## src/rtl/dmem_arbiter.sv

```systemverilog
// Arbitrates the single-port data memory between the core load/store path and the DMA/loader.
// Core wins by default; a starvation counter and a DMA lock mode guarantee DMA progress.
module dmem_arbiter #(
  parameter int AW           = 32,
  parameter int DW           = 32,
  parameter int STARVE_LIMIT = 8
) (
  input  logic          clk,
  input  logic          rst,
  input  logic          core_req,
  input  logic          core_we,
  input  logic [AW-1:0] core_addr,
  input  logic [DW-1:0] core_wdata,
  input  logic [3:0]    core_mask,
  output logic          core_gnt,
  output logic          core_stall,
  output logic          core_rvalid,
  output logic [DW-1:0] core_rdata,
  input  logic          dma_req,
  input  logic          dma_we,
  input  logic [AW-1:0] dma_addr,
  input  logic [DW-1:0] dma_wdata,
  input  logic [3:0]    dma_mask,
  input  logic          dma_lock,
  output logic          dma_gnt,
  output logic          dma_rvalid,
  output logic [DW-1:0] dma_rdata,
  output logic          mem_en,
  output logic          mem_we,
  output logic [AW-1:0] mem_addr,
  output logic [DW-1:0] mem_wdata,
  output logic [3:0]    mem_mask,
  input  logic [DW-1:0] mem_rdata
);

  localparam int            CW        = $clog2(STARVE_LIMIT + 1);
  localparam logic [CW-1:0] LIMIT     = CW'(STARVE_LIMIT);
  localparam logic [0:0]    ST_OPEN   = 1'b0;
  localparam logic [0:0]    ST_LOCKED = 1'b1;

  logic [0:0]    state_q, state_d;
  logic [CW-1:0] starve_cnt_q, starve_cnt_d;
  logic          resp_pending_q, resp_pending_d;
  logic          resp_owner_q, resp_owner_d;  // 1 = DMA owns the pending read

  // Grants are gated by rst so every output reads 0 while reset is held.
  always_comb begin
    core_gnt = 1'b0;
    dma_gnt  = 1'b0;
    if (rst) begin
      if (state_q == ST_LOCKED && dma_req) begin
        dma_gnt = 1'b1;
      end else if (dma_req && (!core_req || starve_cnt_q == LIMIT)) begin
        dma_gnt = 1'b1;
      end else if (core_req) begin
        core_gnt = 1'b1;
      end
    end
  end

  always_comb begin
    state_d = (dma_gnt && dma_lock) ? ST_LOCKED : ST_OPEN;
    if (dma_req && !dma_gnt) begin
      starve_cnt_d = (starve_cnt_q == LIMIT) ? LIMIT : starve_cnt_q + 1'b1;
    end else begin
      starve_cnt_d = '0;
    end
    resp_pending_d = mem_en && !mem_we;
    resp_owner_d   = dma_gnt;
  end

  always_comb begin
    mem_en    = core_gnt | dma_gnt;
    mem_we    = 1'b0;
    mem_addr  = '0;
    mem_wdata = '0;
    mem_mask  = '0;
    if (core_gnt) begin
      mem_we    = core_we;
      mem_addr  = core_addr;
      mem_wdata = core_wdata;
      mem_mask  = core_mask;
    end else if (dma_gnt) begin
      mem_we    = dma_we;
      mem_addr  = dma_addr;
      mem_wdata = dma_wdata;
      mem_mask  = dma_mask;
    end
  end

  always_ff @(posedge clk or negedge rst) begin
    if (!rst) begin
      state_q        <= ST_OPEN;
      starve_cnt_q   <= '0;
      resp_pending_q <= 1'b0;
      resp_owner_q   <= 1'b0;
    end else begin
      state_q        <= state_d;
      starve_cnt_q   <= starve_cnt_d;
      resp_pending_q <= resp_pending_d;
      resp_owner_q   <= resp_owner_d;
    end
  end

  assign core_stall  = rst & core_req & ~core_gnt;
  assign core_rvalid = resp_pending_q & ~resp_owner_q;
  assign dma_rvalid  = resp_pending_q & resp_owner_q;
  assign core_rdata  = core_rvalid ? mem_rdata : '0;
  assign dma_rdata   = dma_rvalid ? mem_rdata : '0;

endmodule

```

## config.mk

```make
export PLATFORM = sky130hd
export DESIGN_NAME = dmem_arbiter
export DESIGN_NICKNAME = d
export VERILOG_FILES = /design/src/rtl/dmem_arbiter.sv
export SDC_FILE = /design/constraint.sdc
export NUM_CORES = 1
export LEC_CHECK = 0
export CORE_AREA = 4 4 120 122
export CTS_BUF_LIST = sky130_fd_sc_hd__clkbuf_8
export CTS_CLUSTER_DIAMETER = 200
export DETAILED_ROUTE_END_ITERATION = 12
export DIE_AREA = 0 0 124 126
export PLACE_DENSITY = 0.6
export RECOVER_POWER = 25
export SLEW_MARGIN = 0
export SYNTH_ARGS = -nofsm -noshare
export SYNTH_HDL_FRONTEND = slang
export SYNTH_SLANG_ARGS = --single-unit
```

## constraint.sdc

```tcl
create_clock -name clk -period 1.7 [get_ports clk]
set_clock_uncertainty 0.1 [all_clocks]
set_input_delay 0.34 -clock clk [delete_from_list [all_inputs] [get_ports clk]]
set_output_delay 0.34 -clock clk [all_outputs]
set_load 0.1 [all_outputs]
```

==> key figures, run 1 <==
Outcome
  – Status: finished, violations left
  – Failing checks: setup timing

Die
  – Core Area: around 13000 µm²
  – Top Ports: 314
  – Initial Util: 0.169
  – Rows: 42
  – Die height: 126 µm
  – DIE WIDTH: approximately 120 µm
  – Area of the die: 15600 µm²

Timing
  – Final setup viols: 140
  – Final Cycle Share: 1.44
  – RSZ-0062 raised after global routing: true
  – Fmax: 0.408 GHz
  – Period minus WS final: between 2000 and 2500 ps
  – Final-report hold violation count: 0
  – Setup WS post-layout: -753 ps
  – Max_slew headroom: 0.612
  – Final Max Slew Viols: 0
  – Worst slew pin tran: 583 ps

Synthesis
  – XOR/XNOR share of the synthesized area: 0.00786
  – Post-synthesis compound-gate area fraction: 0.00786
  – Synth Instances: around 340
  – Post-Synth Adder-Cell Area: 0.0112
  – Post-Syn Nets: 519
  – Mux share of post-synthesis cell area: 0.314
  – #FFs+latches synth: 7
  – Total of warnings raised by yosys: 0
  – Simple-gate share of the synthesized area: 0.464
  – Syn_area_per_cell: 6.52 µm²
  – Post-Syn Area: 2230 µm²
  – Largest family of logic cells by synthesized area: simple AND/OR/NAND/NOR gates
  – Seq/Total Area, Yosys: 0.0786
  – Unique masters post-synth: 20

Detailed routing
  – Vias: 3754
  – Routed WL: 16.0 mm
  – Pre-Repair DR Iteration Count: 4
  – DR DRC count: 0
  – Initial DRC count: 74
  – Antenna viol nets, final: 0
  – WL/cell: between 15 and 20 µm
  – Via density: 4.41

Setup path
  – CP Buf/Inv Count: 4
  – Setup crit start kind: flip-flop
  – Slowest cell on crit path: dfrtp_1
  – Nature of the critical path endpoint: output port
  – CP Max Fanout: 6
  – Biggest cell delay along the critical path: roughly 380 ps
  – Arrival time worst endpoint: around 2000 ps
  – Critical path class: flip-flop to output port
  – Worst path cell trace: inv_1, ha_1, and3b_2, o21a_4, buf_6, buf_16, mux2i_4, buf_12
  – Crit path max-delay family: buffers and inverters
  – WP data required: 1260 ps

Power and ir drop
  – VDD IR max: 0.000252 V
  – Power per standard cell area: 400 nW/µm²
  – P_leak: around 0.0033 µW

GRT
  – Vias in the first global route: 4092
  – Initial antenna violation count: 1
  – Largest net degree at the start of global routing: 34
  – First-pass GRT wire length: ~23 mm
  – GRT Util Overall: 0.188
  – GRT Residual Overflow: 0

Finish
  – Antenna cell count: 0
  – Post-layout util: 0.660
  – Final net count: 853
  – Layout area overhead: 291%
  – Share of cells above drive strength 1: 0.496
  – Final Cell Area: 8710 µm²

Clocking
  – Clk root buf: clkbuf_8
  – Htree depth: 1
  – Sink Count: 7
  – Worst-path clk slew: 40 ps
  – CTS Buf Count: 3
  – Clk buf depth: 2
  – Cts hold-fix bufs: 0
  – CTS tree: built
  – Skew-Pair Late Insertion Delay: 230 ps

Job
  – MaxCap Viol Count: 0

Placed design
  – Dpl cell area: about 8000 µm²
  – Place WS: -756 ps
  – DP HPWL: 12.5 mm
  – RePlAce Congestion: between 0.7 and 0.8
  – IO buf count: between 300 and 400

Hold path
  – Hold Crit Class: input pin to asynchronous set/reset pin
==> layout make-up <==
type / count / area (µm²)
timing repair buffer: 362 / 5310
fill: 1011 / 4480
multi-input combinational: 299 / 2950
tap: 176 / 220
sequential: 7 / 176
clock buffer: 3 / 41.3
inverter: 3 / 11.3
clock inverter: 1 / 5.00
==> Yosys cell counts (all sizes together) <==
master    n  area (µm²)
and3     36         225
and2     36         225
mux2i    70         701
nor2      3        11.3
nor2b     1        6.26
o21a      1        7.51
nor3      2        10.0
clkbuf   24        90.1
nand2b    4        25.0
o21ai     2        10.0
buf       9         156
inv       3        11.3
nand2   138         518
xnor2     2        17.5
ha        2        25.0
dfrtp     7         175
nand3     1        5.00
and3b     1        8.76
==> stage by stage <==
stage | TNS, ps | cells | hold WS [ps] | power (µW)
floorplan | -48580 | 342 | -55.6 | 1900
global placement | -49840 | 821 | 379 | 3050
detailed placement | -50170 | 821 | 381 | 3080
CTS | -58530 | 844 | 141 | 3490
global route | -65740 | 851 | 586 | 3610
finish | -56660 | 851 | 528 | 3480
==> routing by layer <==
layer	routed length (µm)	global-route usage	part of all wire	vias to the layer above
met5	10	0	0.00063	-
met3	1690	0.0637	0.11	4
met1	4880	0.176	0.31	1760
met4	37	0.00966	0.0023	2
met2	9360	0.397	0.59	192
li1	-	-	-	1796
==> worst reg2reg max path: stages (launching register included) <==
cell,delay [ps]
dfrtp_1,350
inv_1,50
ha_1,170
and3b_2,220
o21a_4,250
buf_12,150
buf_16,140
buf_4,140
mux2i_1,110
==> cell usage in the layout (no fill, tap or decap), types with 2 or more instances in the layout <==
master,Yosys,final
and2_4,0,35
buf_12,7,149
and3_4,0,32
mux2i_4,0,69
and3_1,36,3
buf_6,1,10
dfrtp_1,7,6
nor2_4,0,2
xnor2_1,2,2
clkdlybuf4s50_1,0,171
buf_8,0,2
nand2b_1,4,4
buf_4,0,12
ha_1,2,2
inv_1,3,3
dlygate4sd2_1,0,2
nand2_1,138,138
clkbuf_16,0,2
clkbuf_8,0,3
nor3_1,2,2
buf_16,0,11
clkbuf_1,24,3
==> where the power goes <==
| group | switching (µW) | total [µW] | internal [µW] |
|---|---|---|---|
| Combinational | 1690 | 3070 | 1380 |
| Clock | 77.1 | 236 | 159 |
| Sequential | 4.94 | 180 | 175 |
| Total | 1770 | 3480 | 1710 |
==> cells by family after synthesis <==
logic type,after synthesis
XOR/XNOR,2
buffers and inverters,36
adder cells (fa/ha/maj),2
AND/OR/NAND/NOR,222
AO/OA/AOI/OAI,3
multiplexers,70
flip-flops,7
==> state kept, by name, indices dropped and copies added (netlist names) <==
register / cells
starve_cnt_q: 4
resp_owner_q: 1
resp_pending_q: 1
state_q: 1
==> timing repair <==
action	4_1_cts	5_1_grt
gates cloned	10	3
setup endpoints to repair	139	141
pin swaps	12	19
buffers inserted	9	6
resized for setup	38	39
==> path summary, 6_finish.rpt <==
path | slack [ps] | depth (start not counted) | startpoint | endpoint
max | -750 | 8 | starve_cnt_q[1] | mem_mask[0]
min | 530 | 3 | rst | resp_pending_q
max reg2reg | -90 | 8 | starve_cnt_q[1] | resp_pending_q
min reg2reg | 550 | 3 | starve_cnt_q[2] | starve_cnt_q[2]
max in group asynchronous | 680 | 3 | rst | starve_cnt_q[3]
min in group clk | 550 | 3 | starve_cnt_q[2] | starve_cnt_q[2]
(Power assumes the default switching activity.)
==> run 2: changes to the inputs <==
ABC_AREA = 1   (was default)
CORE_AREA = 4 4 119 121   (was 4 4 120 122)
DIE_AREA = 0 0 123 125   (was 0 0 124 126)
PLACE_DENSITY = 0.56   (was 0.6)
RECOVER_POWER = 50   (was 25)
SETUP_SLACK_MARGIN = 0.15   (was default)
==> run 2 against run 1 <==
The flow still finishes with violations (setup timing). First-iteration DRC count fell by 35%. Sequential share of layout area fell by 0.32 points. Synthesized area fell by 27%. Flip-flop and latch count did not move.
==> key figures, run 2 <==
Setup path
  – Arrival time worst endpoint: 1960 ps (-50 ps)
  – WP data required: 1260 ps (about the same)
  – CP Max Fanout: 6 (unchanged)
  – Nature of the critical path endpoint: output port
  – Setup crit start kind: flip-flop
  – Critical path class: flip-flop to output port

Clocking
  – Skew-Pair Late Insertion Delay: 230 ps (about the same)
  – Worst-path clk slew: 40 ps (about the same)
  – Htree depth: 1 (unchanged)
  – CTS Buf Count: 3 (unchanged)
  – CTS tree: built
  – Cts hold-fix bufs: 0 (unchanged)
  – Sink Count: 7 (unchanged)
  – Clk root buf: clkbuf_8
  – Clk buf depth: 2 (unchanged)

Detailed routing
  – DR DRC count: 0 (unchanged)
  – Antenna viol nets, final: 0 (unchanged)
  – Initial DRC count: 48 (-35%)
  – WL/cell: 17.0 µm (-9.6%)
  – Routed WL: 15.8 mm (-1.0%)
  – Pre-Repair DR Iteration Count: 3 (-1)
  – Via density: 4.05 (-8.2%)
  – Vias: 3775 (+0.56%)

Synthesis
  – EDFF count, synth: 0 (unchanged)
  – Top cells by area, synth: nand2_1, nor2_1, dfrtp_1
  – Synth Instances: 366 (+7.0%)
  – Synth cell count leaders: nand2_1, nor2_1, inv_1, buf_2, dfrtp_1
  – Async S/R FF share, synth: 1.00 (unchanged)
  – Most frequent cell after synthesis: nand2_1
  – Area share of the largest cell type after synthesis: 0.487 (+0.172)
  – Post-Syn Nets: 543 (+4.6%)
  – Synth Flop Type: dfrtp_1
  – Syn_area_per_cell: 4.42 µm² (-32%)
  – Post-Syn Area: 1620 µm² (-27%)
  – Leading area contributor after synthesis: nand2_1
  – #FFs+latches synth: 7 (unchanged)
  – Total of warnings raised by yosys: 0 (unchanged)
  – Unique masters post-synth: 17 (-15%)
  – Seq/Total Area, Yosys: 0.108 (+0.0296)

Power and ir drop
  – VDD IR max: 0.000279 V (+11%)
  – Comb power frac: 0.900 (+0.019)
  – P_leak: 0.00429 µW (+29%)
  – Cell Int Power: 1900 µW (+11%)
  – Overall power: 4160 µW (+19%)
  – Power per standard cell area: 398 nW/µm² (-0.46%)
  – Sequential power share: 0.045 (-0.007)
  – Switching Power: 2250 µW (+27%)
  – Switch share: 0.542 (+0.0330)
  – Clock power share: 0.055 (-0.013)

Job
  – MaxCap Viol Count: 0 (unchanged)

GRT
  – GRT Residual Overflow: 0 (unchanged)
  – First-pass GRT wire length: 24.4 mm (+6.9%)
  – GRT Util Overall: 0.203 (+0.0147)
  – Vias in the first global route: 4399 (+7.5%)
  – Initial antenna violation count: 1 (unchanged)
  – Largest net degree at the start of global routing: 15 (-56%)

Timing
  – Setup WS post-layout: -698 ps (+54.8 ps)
  – Fmax: 0.417 GHz (+2.3%)
  – Period minus WS final: 2400 ps (-54.8 ps)
  – Setup TNS: -54820 ps (+1840 ps)
  – Final Cycle Share: 1.41 (-0.0322)
  – Final setup viols: 135 (-3.6%)
  – Worst slew pin tran: 457 ps (-126 ps)
  – RSZ-0062 raised after global routing: true
  – Max_slew headroom: 0.695 (+0.0838)
  – Final Max Slew Viols: 0 (unchanged)
  – Final-report hold violation count: 0 (unchanged)

Die
  – Area of the die: 15400 µm² (-1.6%)
  – Die height: 125 µm (-0.79%)
  – Initial Util: 0.124 (-0.0452)
  – Core Area: 13100 µm² (-0.80%)
  – Rows: 42 (unchanged)
  – Top Ports: 314 (unchanged)
  – DIE WIDTH: 123 µm (-0.81%)

Placed design
  – Place WS: -819 ps (-62.3 ps)
  – IO buf count: 313 (unchanged)
  – DP HPWL: 13.2 mm (+5.3%)
  – Dpl cell area: 9390 µm² (+17%)
  – RePlAce Congestion: 0.790 (+5.3%)

Outcome
  – Failing checks: setup timing
  – Status: finished, violations left

Finish
  – Leading cell type in the layout, fill and taps excluded: clkdlybuf4s50_1
  – Max FFs per register: 4 (unchanged)
  – Antenna cell count: 0 (unchanged)
  – Share of cells above drive strength 1: 0.689 (+0.193)
  – Final Cell Area: 10400 µm² (+20%)
  – Final net count: 934 (+9.5%)
  – Commonest non-fill, non-tap cells in the layout: clkdlybuf4s50_1, buf_12, nand2_8, nor2_4, nand2_4
  – Most flop-heavy register: starve_cnt_q
  – Layout area overhead: 545%
  – Post-layout util: 0.798 (+0.138)

Hold path
  – Hold Crit Class: input pin to asynchronous set/reset pin
==> run 2: cell count changes in the layout (fill, tap and decap cells not counted), sizes merged, moves of 3 or more <==
| cell | previous run | this run |
|---|---|---|
| nand2b | 4 | 0 |
| nand3 | 1 | 5 |
| mux2i | 70 | 0 |
| and2 | 36 | 0 |
| nand2 | 138 | 212 |
| buf | 184 | 227 |
| dlygate4sd2 | 2 | 6 |
| and3 | 36 | 0 |
| clkdlybuf4s50 | 171 | 168 |
| nor2 | 3 | 73 |
| inv | 3 | 44 |
==> run 2: cell families (layout without fill, tap and decap cells) <==
kind of cell             Yosys count  after routing  synth area share
AO/OA/AOI/OAI                      1              1            0.0100
XOR/XNOR                           2              2            0.0108
flip-flops                         7              7             0.108
AND/OR/NAND/NOR                  290            291             0.685
buffers and inverters             64            453             0.170
adder cells (fa/ha/maj)            2              2            0.0155
==> run 2: final timing paths <==
check	from	to	slack, ps	cells past startpoint
setup / recovery	starve_cnt_q[1]	mem_addr[21]	-700	13
hold / removal	rst	starve_cnt_q[1]	450	3
setup reg to reg	starve_cnt_q[1]	resp_pending_q	-40	12
hold reg to reg	starve_cnt_q[0]	starve_cnt_q[0]	560	3
max in group asynchronous	rst	resp_owner_q	710	3
min in group clk	starve_cnt_q[0]	starve_cnt_q[0]	560	3
==> run 2: routing by layer <==
metal | routed length (µm) | vias up | share of wire | GRT usage
li1 | - | 1839 | - | -
met1 | 4650 | 1734 | 0.29 | 0.185
met2 | 9260 | 184 | 0.59 | 0.418
met3 | 1590 | 16 | 0.10 | 0.0655
met4 | 303 | 2 | 0.019 | 0.0469
met5 | 13 | - | 0.00082 | 0
==> run 2: metrics by stage <==
stage / instances / hold slack, ps
finish: 932 / 451
global route: 932 / 535
CTS: 927 / 267
detailed placement: 882 / 455
global placement: 882 / 414
floorplan: 366 / -55.6
==> run 2: what timing repair did <==
action / in CTS / in global routing
pin swaps: 25 / 12
setup endpoints to repair: 145 / 146
buffers inserted: 32 / 3
gates resized for setup: 104 / 11
gates cloned: 9 / 2
==> run 2: cell type report <==
| cell class | instances | area, µm² |
|---|---|---|
| tap | 176 | 220 |
| clock buffer | 3 | 41.3 |
| inverter | 44 | 181 |
| fill | 799 | 2650 |
| timing repair buffer | 405 | 5850 |
| sequential | 7 | 178 |
| multi-input combinational | 296 | 3970 |
| clock inverter | 1 | 3.75 |
==> run 2: power groups by stage <==
| stage | Combinational, µW | Sequential [µW] | Clock, µW |
|---|---|---|---|
| global route | 3860 | 186 | 245 |
| floorplan | 2040 | 186 | 0 |
| detailed placement | 3490 | 187 | 0 |
| finish | 3740 | 186 | 230 |
| global placement | 3460 | 186 | 0 |
| CTS | 3730 | 185 | 231 |
==> run 2: critical path: stages, from the launching register on <==
cell	delay [ps]
dfrtp_1	380
inv_2	80
ha_4	150
nand3_4	80
nand2_4	90
buf_6	100
nand3_4	80
inv_8	110
buf_12	110
buf_12	110
buf_12	130
nand2_8	60
nand2_8	60
buf_12	160
==> run 3: changes to the inputs <==
SETUP_SLACK_MARGIN = 0.02   (was 0.15)
==> run 3 against run 2 <==
Sequential power about the same. Highest routed layer is now met4. Critical path type unchanged. Worst setup slack worse by 54 ps. The flow still finishes with violations (setup timing). Wire length increased by 2.0%. Fmax shrank 2.2%. Largest power group unchanged. Non-clock buffer count fell by 8.
==> key figures, run 3 (same netlist as run 2, synthesis figures left out) <==
Placed design
  – RePlAce Congestion: 0.746 (-5.6%)
  – Place WS: -827 ps (-7.96 ps)
  – IO buf count: 313 (unchanged)
  – Placed cell count: 880 (-0.23%)
  – DP HPWL: 12.9 mm (-2.6%)
  – Dpl cell area: 9360 µm² (-0.25%)

Setup path
  – FF-to-FF path depth: 10 (-2)
  – R2R Path End: starve_cnt_q[2]
  – Crit path max-delay family: buffers and inverters
  – Critical path class: flip-flop to output port
  – Crit path depth: 12 (-1)
  – R2r setup slk: 30 ps (+70 ps)
  – WP data required: 1260 ps (about the same)
  – CP Buf/Inv Count: 6 (-1)
  – Biggest cell delay along the critical path: 370 ps (about the same)
  – Slowest cell on crit path: dfrtp_1
  – Setup crit start kind: flip-flop
  – Nature of the critical path endpoint: output port
  – R2R Path Start: starve_cnt_q[0]
  – CP Max Fanout: 7 (+1)
  – Worst path cell trace: inv_2, ha_4, nand3_4, nand2_4, buf_6, a21oi_4, buf_6, buf_6, buf_12, nand2_8, nand2_8, buf_12
  – Arrival time worst endpoint: 2010 ps (+50 ps)
  – Most frequent CP cell: buf_6

Die
  – Core Area: 13100 µm² (unchanged)
  – Die height: 125 µm (unchanged)
  – Initial Util: 0.124 (unchanged)
  – DIE WIDTH: 123 µm (unchanged)
  – Area of the die: 15400 µm² (unchanged)
  – Top Ports: 314 (unchanged)
  – Rows: 42 (unchanged)

Clocking
  – Skew-Pair Late Insertion Delay: 230 ps (about the same)
  – CTS Buf Count: 3 (unchanged)
  – Htree depth: 1 (unchanged)
  – CTS tree: built
  – Sink Count: 7 (unchanged)
  – Worst-path clk slew: 40 ps (about the same)
  – Clk buf depth: 2 (unchanged)
  – Clk root buf: clkbuf_8

Timing
  – Worst slew pin tran: 443 ps (-14.0 ps)
  – Final setup viols: 138 (+2.2%)
  – Fmax: 0.408 GHz (-2.2%)
  – Max_slew headroom: 0.705 (+0.00932)
  – RSZ-0062 raised after global routing: true
  – Setup WS post-layout: -752 ps (-53.7 ps)
  – Final Hold Slack: 448 ps (-3.22 ps)
  – Final Cycle Share: 1.44 (+0.0316)
  – Period minus WS final: 2450 ps (+53.7 ps)
  – Final Max Slew Viols: 0 (unchanged)
  – Setup TNS: -59690 ps (-4870 ps)
  – Final-report hold violation count: 0 (unchanged)

Power and ir drop
  – P_leak: 0.00435 µW (+1.4%)
  – VDD IR max: 0.000260 V (-6.8%)
  – Power per standard cell area: 395 nW/µm² (-0.89%)

Finish
  – Non-Filler Instances: 923 (-0.97%)
  – Register area: 175 µm² (-1.4%)
  – Leading cell type in the layout, fill and taps excluded: clkdlybuf4s50_1
  – Max FFs per register: 4 (unchanged)
  – Final Cell Area: 10700 µm² (+2.3%)
  – Layout area overhead: 560%
  – Most flop-heavy register: starve_cnt_q
  – Antenna cell count: 0 (unchanged)
  – Filler Cell Count: 705 (-12%)
  – Share of cells above drive strength 1: 0.687 (-0.00241)
  – Area of the multi-input gates: 4250 µm² (+7.1%)
  – Commonest non-fill, non-tap cells in the layout: clkdlybuf4s50_1, buf_12, nand2_8, nor2_4, nand2_4
  – Final net count: 925 (-0.96%)

Detailed routing
  – DR DRC count: 0 (unchanged)
  – Via density: 4.15 (+2.4%)
  – WL/cell: 17.5 µm (+3.0%)
  – Initial DRC count: 46 (-4.2%)
  – Vias: 3828 (+1.4%)
  – Routed WL: 16.1 mm (+2.0%)
  – Antenna viol nets, final: 0 (unchanged)
  – Pre-Repair DR Iteration Count: 4 (+1)

Outcome
  – Failing checks: setup timing
  – Status: finished, violations left

Job
  – MaxCap Viol Count: 0 (unchanged)

GRT
  – First-pass GRT wire length: 24.4 mm (+0.20%)
  – GRT Residual Overflow: 0 (unchanged)
  – Largest net degree at the start of global routing: 13 (-2)
  – GRT Util Overall: 0.205 (+0.00213)
  – Vias in the first global route: 4406 (+0.16%)
  – Initial antenna violation count: 0 (-1)

Hold path
  – Hold Crit Class: input pin to asynchronous set/reset pin
## run 3: changes by cell type in the layout (fill, tap and decap cells not counted), moves of 7 or more
| cell | delta |
|---|---|
| nand2_8 | +17 |
| nand2_4 | +9 |
| buf_4 | -8 |
| nand2_1 | -7 |
| nand2_2 | -20 |
## run 3: how the worst max path moves through the flow
stage,from,slack (ps),endpoint
3_5_place_dp,core_req,-830,mem_wdata[8]
2_1_floorplan,resp_pending_q,-520,core_rdata[10]
6_report,starve_cnt_q[0],-750,mem_wdata[15]
3_3_place_gp,core_req,-810,mem_wdata[7]
5_1_grt,starve_cnt_q[1],-830,mem_wdata[15]
4_1_cts,starve_cnt_q[0],-750,mem_addr[22]
## run 3: report_power, final
group / internal [µW] / switching [µW] / total (µW) / leakage (µW)
clock network: 159 / 74.0 / 233 / 0.0000255
registers: 177 / 9.18 / 186 / 0.0000936
logic: 1580 / 2220 / 3800 / 0.00423
## run 3: area by class of cell
cell class	count	share of cell area
timing repair buffer	397	0.544
sequential	7	0.0164
clock buffer	3	0.00387
clock inverter	1	0.000469
multi-input combinational	295	0.398
inverter	44	0.0170
tap	176	0.0206
## run 3: timing repair
action | in CTS | in global routing
pin swaps | 30 | 16
hold buffers | 0 | 0
gates resized for setup | 124 | 47
cloned | 14 | 1
buffers inserted | 18 | 12
endpoints found under the setup margin | 129 | 138
## run 3: per-layer routing
layer | global-route usage | share of wire | vias up
met2 | 0.414 | 0.58 | 199
met3 | 0.0754 | 0.11 | 26
met5 | 0 | 0 | -
li1 | - | - | 1827
met4 | 0.0580 | 0.028 | 0
met1 | 0.185 | 0.28 | 1776
## run 3: worst min-delay path: stages
cell and delay, ps:
dlygate4sd2_1 280, clkbuf_1 200, clkbuf_1 390
## run 3: through the flow
stage / power [µW] / util
global placement: 3630 / 0.716
finish: 4210 / 0.816
detailed placement: 3660 / 0.716
floorplan: 2220 / -
global route: 4360 / 0.816
CTS: 4190 / 0.799
